$ cat src/rtl/spi_cmd_ctrl_if.sv
// Host-byte and bus-side signal bundle for the SPI command sequencer.
// The master modport belongs to the sequencer. The slave modport belongs to the SPI byte block and arbiter side.
interface spi_cmd_ctrl_if #(parameter int ADDR_WIDTH = 17);
  logic                  spi_cs_n;
  logic [7:0]            rx_byte;
  logic                  rx_valid;
  logic [7:0]            tx_byte;
  logic                  spi_ready;
  logic                  bus_req;
  logic                  bus_we;
  logic [ADDR_WIDTH-1:0] bus_addr;
  logic [7:0]            bus_wr_data;
  logic                  bus_ack;
  logic [7:0]            bus_rd_data;
  logic                  overrun;

  modport master (
    input  spi_cs_n, rx_byte, rx_valid, bus_ack, bus_rd_data,
    output tx_byte, spi_ready, bus_req, bus_we, bus_addr, bus_wr_data, overrun
  );

  modport slave (
    output spi_cs_n, rx_byte, rx_valid, bus_ack, bus_rd_data,
    input  tx_byte, spi_ready, bus_req, bus_we, bus_addr, bus_wr_data, overrun
  );
endinterface

$ cat src/rtl/spi_cmd_ctrl.sv
// SPI command sequencer: turns host byte frames into single PET bus read/write cycles.
// It also holds the most recent read result for the next SPI byte.
module spi_cmd_ctrl #(
  parameter int ADDR_WIDTH = 17
) (
  input  logic            sys_clk,
  input  logic            sys_reset_n,
  spi_cmd_ctrl_if.master  ctl
);

  typedef enum logic [2:0] {IDLE, ADDR_HI, ADDR_LO, DATA, BUS, DONE} state_t;

  localparam logic [1:0] OP_WRITE      = 2'b00;
  localparam logic [1:0] OP_READ       = 2'b01;
  localparam logic [1:0] OP_WRITE_NEXT = 2'b10;

  state_t                state;
  logic                  cs_n_p0;
  logic                  cs_n_s;
  logic [1:0]            op;
  logic                  a16;
  logic [7:0]            addr_hi;
  logic [ADDR_WIDTH-1:0] last_addr;
  logic [ADDR_WIDTH-1:0] next_addr;

  assign next_addr = last_addr + ADDR_WIDTH'(1);

  function automatic logic [ADDR_WIDTH-1:0] full_addr(input logic hi_bit,
                                                      input logic [7:0] hi,
                                                      input logic [7:0] lo);
    return ADDR_WIDTH'({hi_bit, hi, lo});
  endfunction

  always_ff @(posedge sys_clk) begin
    if (!sys_reset_n) begin
      cs_n_p0         <= 1'b1;
      cs_n_s          <= 1'b1;
      state           <= IDLE;
      op              <= OP_WRITE;
      a16             <= 1'b0;
      addr_hi         <= 8'h00;
      last_addr       <= '0;
      ctl.bus_req     <= 1'b0;
      ctl.bus_we      <= 1'b0;
      ctl.bus_addr    <= '0;
      ctl.bus_wr_data <= 8'h00;
      ctl.tx_byte     <= 8'h00;
      ctl.spi_ready   <= 1'b1;
      ctl.overrun     <= 1'b0;
    end else begin
      cs_n_p0 <= ctl.spi_cs_n;
      cs_n_s  <= cs_n_p0;
      case (state)
        IDLE: begin
          if (!cs_n_s && ctl.rx_valid) begin
            op  <= ctl.rx_byte[7:6];
            a16 <= ctl.rx_byte[0];
            case (ctl.rx_byte[7:6])
              OP_WRITE, OP_READ: state <= ADDR_HI;
              OP_WRITE_NEXT: begin
                ctl.bus_addr <= next_addr;
                state        <= DATA;
              end
              default: begin
                // READ_NEXT is complete with the command byte alone
                ctl.bus_addr  <= next_addr;
                ctl.bus_we    <= 1'b0;
                ctl.bus_req   <= 1'b1;
                ctl.spi_ready <= 1'b0;
                last_addr     <= next_addr;
                state         <= BUS;
              end
            endcase
          end
        end
        ADDR_HI: begin
          if (cs_n_s) begin
            state <= IDLE;
          end else if (ctl.rx_valid) begin
            addr_hi <= ctl.rx_byte;
            state   <= ADDR_LO;
          end
        end
        ADDR_LO: begin
          if (cs_n_s) begin
            state <= IDLE;
          end else if (ctl.rx_valid) begin
            ctl.bus_addr <= full_addr(a16, addr_hi, ctl.rx_byte);
            if (op == OP_WRITE) begin
              state <= DATA;
            end else begin
              ctl.bus_we    <= 1'b0;
              ctl.bus_req   <= 1'b1;
              ctl.spi_ready <= 1'b0;
              last_addr     <= full_addr(a16, addr_hi, ctl.rx_byte);
              state         <= BUS;
            end
          end
        end
        DATA: begin
          if (cs_n_s) begin
            state <= IDLE;
          end else if (ctl.rx_valid) begin
            ctl.bus_wr_data <= ctl.rx_byte;
            ctl.bus_we      <= 1'b1;
            ctl.bus_req     <= 1'b1;
            ctl.spi_ready   <= 1'b0;
            last_addr       <= ctl.bus_addr;
            state           <= BUS;
          end
        end
        BUS: begin
          // Chip select is ignored here: a started bus cycle always runs to its ack
          if (ctl.rx_valid) ctl.overrun <= 1'b1;
          if (ctl.bus_ack) begin
            ctl.bus_req   <= 1'b0;
            ctl.spi_ready <= 1'b1;
            if (!ctl.bus_we) ctl.tx_byte <= ctl.bus_rd_data;
            state <= DONE;
          end
        end
        DONE: begin
          if (cs_n_s) state <= IDLE;
        end
        default: state <= IDLE;
      endcase
    end
  end

endmodule

$ cat src/flat_wrapper.sv
// flat-port wrapper written by rule: the top's interface ports become plain ports
module spi_cmd_ctrl_flat 
#(
  parameter int ADDR_WIDTH = 17
)
  (sys_clk, sys_reset_n, ctl_spi_cs_n, ctl_rx_byte, ctl_rx_valid, ctl_bus_ack, ctl_bus_rd_data, ctl_tx_byte, ctl_spi_ready, ctl_bus_req, ctl_bus_we, ctl_bus_addr, ctl_bus_wr_data, ctl_overrun);
  spi_cmd_ctrl_if #(.ADDR_WIDTH(ADDR_WIDTH)) ctl_i ();
  input  logic sys_clk;
  input  logic sys_reset_n;
  input wire logic [$bits(ctl_i.spi_cs_n)-1:0] ctl_spi_cs_n;
  input wire logic [$bits(ctl_i.rx_byte)-1:0] ctl_rx_byte;
  input wire logic [$bits(ctl_i.rx_valid)-1:0] ctl_rx_valid;
  input wire logic [$bits(ctl_i.bus_ack)-1:0] ctl_bus_ack;
  input wire logic [$bits(ctl_i.bus_rd_data)-1:0] ctl_bus_rd_data;
  output wire logic [$bits(ctl_i.tx_byte)-1:0] ctl_tx_byte;
  output wire logic [$bits(ctl_i.spi_ready)-1:0] ctl_spi_ready;
  output wire logic [$bits(ctl_i.bus_req)-1:0] ctl_bus_req;
  output wire logic [$bits(ctl_i.bus_we)-1:0] ctl_bus_we;
  output wire logic [$bits(ctl_i.bus_addr)-1:0] ctl_bus_addr;
  output wire logic [$bits(ctl_i.bus_wr_data)-1:0] ctl_bus_wr_data;
  output wire logic [$bits(ctl_i.overrun)-1:0] ctl_overrun;
  assign ctl_i.spi_cs_n = ctl_spi_cs_n;
  assign ctl_i.rx_byte = ctl_rx_byte;
  assign ctl_i.rx_valid = ctl_rx_valid;
  assign ctl_i.bus_ack = ctl_bus_ack;
  assign ctl_i.bus_rd_data = ctl_bus_rd_data;
  assign ctl_tx_byte = ctl_i.tx_byte;
  assign ctl_spi_ready = ctl_i.spi_ready;
  assign ctl_bus_req = ctl_i.bus_req;
  assign ctl_bus_we = ctl_i.bus_we;
  assign ctl_bus_addr = ctl_i.bus_addr;
  assign ctl_bus_wr_data = ctl_i.bus_wr_data;
  assign ctl_overrun = ctl_i.overrun;
  spi_cmd_ctrl #(.ADDR_WIDTH(ADDR_WIDTH)) u_core (.sys_clk(sys_clk), .sys_reset_n(sys_reset_n), .ctl(ctl_i));
endmodule
$ cat config.mk
export PLATFORM = sky130hd
export DESIGN_NAME = spi_cmd_ctrl_flat
export DESIGN_NICKNAME = d
export VERILOG_FILES = /design/src/rtl/spi_cmd_ctrl_if.sv /design/src/rtl/spi_cmd_ctrl.sv /design/src/flat_wrapper.sv
export SDC_FILE = /design/constraint.sdc
export NUM_CORES = 1
export LEC_CHECK = 0
export ABC_AREA = 1
export CAP_MARGIN = 25
export CORE_MARGIN = 2
export CORE_UTILIZATION = 48
export DETAILED_ROUTE_END_ITERATION = 8
export HOLD_SLACK_MARGIN = 0.1
export PLACE_DENSITY = 0.76
export SYNTH_ARGS = -nofsm -noshare
export SYNTH_HDL_FRONTEND = slang
export SYNTH_SLANG_ARGS = --single-unit
$ cat constraint.sdc
create_clock -name sys_clk -period 1.31 [get_ports sys_clk]
set_input_delay 0.131 -clock sys_clk [delete_from_list [all_inputs] [get_ports sys_clk]]
set_output_delay 0.131 -clock sys_clk [all_outputs]
set_load 0.03 [all_outputs]
==> flow_summary.ini <==
[finish]
ff_latch_area_um2 = 1420
area_growth_pct = 59.4
fin_cells = 789
drive_gt1_frac = 0.354
fin_util = 0.783
filler_cell_count = 478
finish.net_count = 707
multiInputGateArea_um2 = 2320
antenna_cells_inserted = 0

[sta]
setup-violations-final = 52
hold_viol = 0
finalClockSkew_ns = 0.00882
min_period_ns = 1.56
rsz0062_at_grt = yes
fmax_ghz = 0.640
relSlewSlack = 0.763
finalWorstSetupSlack_ns = -0.254
worst_pin_slew_ns = 0.355
finalMaxSlewViolations = 0
setup_tns_ns = -8.06
fin_crit_sh = 1.19

[routing]
count_of_nets_left_with_antenna_violations_after_detail_routing = 0
first_iter_violations = 462
drt-vias-per-instance = 5.61
wire_per_inst_um = 16.9
drt_pass1_iterations = 6
drc = 0
wirelength_um = 13300
num_vias = 4428

[setup_path]
r2r.worst_path.cells = 9
worstSetupPathType = register to register
sort_of_element_at_the_end_of_the_critical_path = register
timing.critical_path.required_ns = 1.61
startpoint_type = register
worst_ep_arrival_time_ns = 1.86
cp_slowest_cell = dfxtp_4
timing.critical_path.fanout_max = 7
crit_chain = buf_6, nand3_4, nor2_4, nor2_4, nand3_4, buf_6, buf_16, nand2_4, a21oi_2
max_stage_delay_ns = 0.46

[floorplanning]
std_cell_rows = 31
io-pin-count = 58
start_util = 0.492
core_region_area_um2 = 7210
dieHeight_um = 90.0
dieArea_um2 = 8090
fp.dieW_um = 90.0

[global_routing]
first_pass_grt_wire_length_um = 20300
grt_antenna_before_repair = 0
grt_pass1_vias = 4351
groute.usage.overall = 0.310
largest_net_degree_at_the_start_of_global_routing = 36
gr-total-overflow = 0

[placed_design]
hpwl_um = 7770
place_worst_setup_slack_ns = -0.354
gp_congestion = 0.978
place.port_buffers = 57
placed_cells_incl_taps = 755

[synth]
synth-edff-count = 0
compound_gate_fraction_of_synth_area = 0.183
yosys.area.top_type_share = 0.395
synth_common_cells = 130 x nand2_1, 88 x nor2_1, 70 x dfxtp_1
synth.yosys.seq_area_share = 0.395
syn_nets = 565
synthMostInstantiatedCell = nand2_1
synthesis.instances = 543
yosys.area_share.simple = 0.320
library_cell_occupying_the_most_area_in_the_post_synthesis_netlist = dfxtp_1
synth_flop_cell = dfxtp_1
synthesis.area_um2 = 3550
synth-adder-area-share = 0.00353
synth.mux.area_fraction = 0
synth-seq-cells = 70
share_of_the_synthesized_netlist_area_taken_by_xor_and_xnor_gates = 0.00988
postSynth.asyncResetShare = 0
synth.lib_cells_used.distinct = 32
synth-warning-count = 0
synth_top_cells_by_area = dfxtp_1 40%, nand2_1 14%, nor2_1 9.3%
synth_top_family_by_area = simple AND/OR/NAND/NOR gates
postSynthAreaPerCell_um2 = 6.53

[worst_hold_path]
whs_path_depth = 2
hold_path.class = input port to register

[clock_tree]
cts_hold_fix_bufs = 0
tritoncts = done
cts_root_buffer = clkbuf_8
worst_setup_hold_path_clk_slew_ns = 0.09
clock_path_buffers = 2
tritoncts_num_sinks = 70
htree_num_levels = 3
cts_inserted_buffers = 9
clk-insertion-delay-late_ns = 0.36

[status]
failing_checks = negative setup slack
status = finished, violations left

[pwr]
total_power_mw = 7.66
leakage_nw = 2.48
vdd_drop_max_uv = 1180
power_density_nw_per_um2 = 1360

[run]
drv.max_cap_violation_count = 0
-- path summary, 6_finish.rpt --
| kind | from | endpoint | slack [ns] |
|---|---|---|---|
| setup / recovery | u_core.state[1] | u_core.last_addr[4] | -0.25 |
| hold / removal | ctl_spi_cs_n | u_core.cs_n_p0 | 0.34 |
| setup reg to reg | u_core.state[1] | u_core.last_addr[4] | -0.25 |
| hold reg to reg | u_core.cs_n_p0 | u_core.cs_n_s | 0.43 |
-- registers in the layout, indices dropped and copies added, names as in the netlist, 2 cells and up --
signal and flops:
u_core.ctl.bus_addr 17, u_core.ctl.tx_byte 8, u_core.addr_hi 8, u_core.last_addr 17
u_core.state 3, u_core.op 2, u_core.ctl.bus_wr_data 8
-- through the flow --
stage	cell area [um2]	hold WS, ns
after detailed placement	4750	0.401
after global routing	5650	0.365
final	5650	0.344
after CTS	5400	0.340
after floorplan	3560	0.238
after global placement	4750	0.399
-- report_power, final --
group          internal, mW  switching [mW]  leakage, nW
Clock                 0.724            1.01       0.0888
Combinational          1.40            1.87         1.83
Sequential             2.39           0.266        0.569
-- layout by cell type (no fill, tap or decap), drive strengths merged --
| cell | Yosys | final |
|---|---|---|
| a21oi | 58 | 58 |
| a31oi | 4 | 4 |
| and2 | 1 | 1 |
| buf | 16 | 95 |
| clkbuf | 7 | 11 |
| clkdlybuf4s15 | 0 | 5 |
| clkdlybuf4s50 | 0 | 20 |
| clkinv | 0 | 1 |
| clkinvlp | 0 | 4 |
| dfxtp | 70 | 70 |
| dlygate4sd2 | 0 | 30 |
| ha | 1 | 1 |
| inv | 48 | 51 |
| nand2 | 131 | 131 |
| nand3 | 37 | 38 |
| nand3b | 1 | 1 |
| nand4 | 2 | 2 |
| nor2 | 92 | 92 |
| nor3 | 5 | 5 |
| o211ai | 3 | 3 |
| o21a | 1 | 1 |
| o21ai | 57 | 57 |
| o21bai | 2 | 2 |
| or2 | 3 | 3 |
| xnor2 | 2 | 2 |
| xor2 | 2 | 2 |
-- per-layer routing --
layer	track usage	vias up	wire, um
li1	-	2063	-
met4	0.181	0	685
met1	0.363	2039	4990
met5	0	-	0
met2	0.533	248	6570
met3	0.0570	78	1080
-- cell type report --
class                           count  area share
Tap cell                           99      0.0219
Clock inverter                      7      0.0108
Sequential cell                    70       0.251
Timing Repair inverter              1     0.00133
Multi-Input combinational cell    403       0.410
Inverter                           48      0.0348
Timing Repair Buffer              152       0.249
Clock buffer                        9      0.0219
-- repair_timing --
item / CTS / global route
resized for setup: 153 / 102
pin swaps: 27 / 23
cloned: 5 / 0
setup endpoints to repair: 101 / 74
buffers inserted: 12 / 3
-- cells by family (layout without fill, tap and decap cells) --
logic type	Yosys count	in the layout
flip-flops	70	70
adder cells (fa/ha/maj)	1	1
buffers and inverters	71	217
AND/OR/NAND/NOR	272	273
AO/OA/AOI/OAI	125	125
XOR/XNOR	4	4
-- worst max-delay path: cells and delay by family (launching register included) --
| kind | cells | cell delay [ns] |
|---|---|---|
| DFF | 1 | 0.46 |
| and+or+nand+nor | 5 | 0.45 |
| buffers and inverters | 3 | 0.44 |
| AOI/OAI and AO/OA | 1 | 0.14 |
Power figures use the tool's default switching activity.
==> edit, RTL diff (same flow settings) <==
Encoding of `state_t`: now one-hot (6 bits for 6 states).
--- a/src/rtl/spi_cmd_ctrl.sv
+++ b/src/rtl/spi_cmd_ctrl.sv
@@ -8,7 +8,7 @@
   spi_cmd_ctrl_if.master  ctl
 );
 
-  typedef enum logic [2:0] {IDLE, ADDR_HI, ADDR_LO, DATA, BUS, DONE} state_t;
+  typedef enum logic [5:0] {IDLE = 6'b000001, ADDR_HI = 6'b000010, ADDR_LO = 6'b000100, DATA = 6'b001000, BUS = 6'b010000, DONE = 6'b100000} state_t;
 
   localparam logic [1:0] OP_WRITE      = 2'b00;
   localparam logic [1:0] OP_READ       = 2'b01;
Behaviour: same outputs for any inputs over 4 cycles, from zero or initial values and one cycle with sys_reset_n low; so few cycles prove little.
==> edit against the original RTL <==
  * The run still ends with setup timing left
  * Wire length increased by 13%
  * Die area up 7.5%
  * Global-route usage down 2.5 points
  * Final area grew 6.6%
  * Total power rose by 47%
  * Clock power grew 12%
  * First-iteration DRC count is 42% higher
  * Synthesized cell count is 8.5% higher
  * Worst setup slack worse by 120 ps
  * Critical endpoint is now u_core.ctl.bus_addr[7]$_SDFFE_PN0P_
  * Largest power group unchanged
  * Synthesized area rose by 7.8%
  * Highest routed layer unchanged
  * Utilization shrank 0.34 points
  * Critical path type unchanged
  * Sequential cell count is 3 higher
  * Cell count is 6.3% higher
  * Largest cell class unchanged
  * Maximum frequency down 7.0%
==> edit: results (changes against the original RTL) <==
worst reg2reg startpoint = u_core.state[4]$_SDFFE_PN0P_
vias per inst = 5.72 (+2.0%)
Clock Skews = 8.28 ps (-0.539 ps)
setup ws final = -371 ps (-118 ps)
wire length on met3 = 1370 um (+26%)
clock group power = 1930 uW (+12%)
capture point of the worst path = u_core.ctl.bus_addr[7]$_SDFFE_PN0P_
Syn Nets = 611 (+8.1%)
static leakage = 0.00279 uW (+12%)
status = complete, but fails checks
Top Family by Delay on Critical Path = simple AND/OR/NAND/NOR gates
CP peak stage delay = 370 ps (-90 ps)
Sw Pwr = 5100 uW (+62%)
Seq/total area = 24.5% (-0.61 points)
pre-CTS WS = -315 ps (+38.8 ps)
violated checks = setup timing
number of multi-input logic gates = 424 (+5.2%)
Initial Util = 49.5% (+0.33 points)
Finished Cell Area = 0.00603 mm^2 (+6.6%)
dpl hpwl = 8430 um (+8.6%)
Final Setup Violations = 74 (+42%)
Comb pwr share = 56.0% (+13 points)
inverters = 70 (+43%)
Fill cells = 441 (-7.7%)
number of global-route vias before repair = 4218 (-3.1%)
first-pass GRT wire length = 19600 um (-3.4%)
Non-CTS buffers = 154 (+1.3%)
synth top area cells = dfxtp_1, nand2_1, nor2_1
layout cells sized above 1 = 34.3% (-1.0 points)
WL final = 15100 um (+13%)
sequential cell area fraction in the yosys report = 38.2% (-1.3 points)
DRT iter0 DRCs = 657 (+42%)
nets = 754 (+6.6%)
## edit: per-layer routing
layer | up-vias | track usage [%]
li1 | 2152 | -
met1 | 2196 | 34.6
met2 | 363 | 49.4
met3 | 92 | 4.51
met4 | 0 | 13.4
met5 | - | 0
## edit: what timing repair did
item / CTS / global route
gates resized for setup: 88 / 152
setup buffers: 5 / 14
pin swaps: 7 / 51
setup endpoints to repair: 107 / 74
gates cloned: 2 / 4
## edit: cell families (layout without fill, tap and decap cells)
logic type,Yosys count,count (layout),share of synthesized area [%]
DFF,73,73,38.2
buffers and inverters,92,240,10.2
and+or+nand+nor,319,319,35.8
AOI/OAI and AO/OA,95,95,13.4
xor gates and xnor gates,9,9,2.06
adders and majority gates,1,1,0.327
## edit: per-stage QoR
stage | TNS, ps | hold WS (ps) | power, uW
finish | -18590 | 365 | 11300
global route | -24660 | 381 | 11800
global placement | -14200 | 396 | 7480
floorplan | -2810 | 238 | 6070
CTS | -12670 | 333 | 10000
detailed placement | -16170 | 401 | 7620
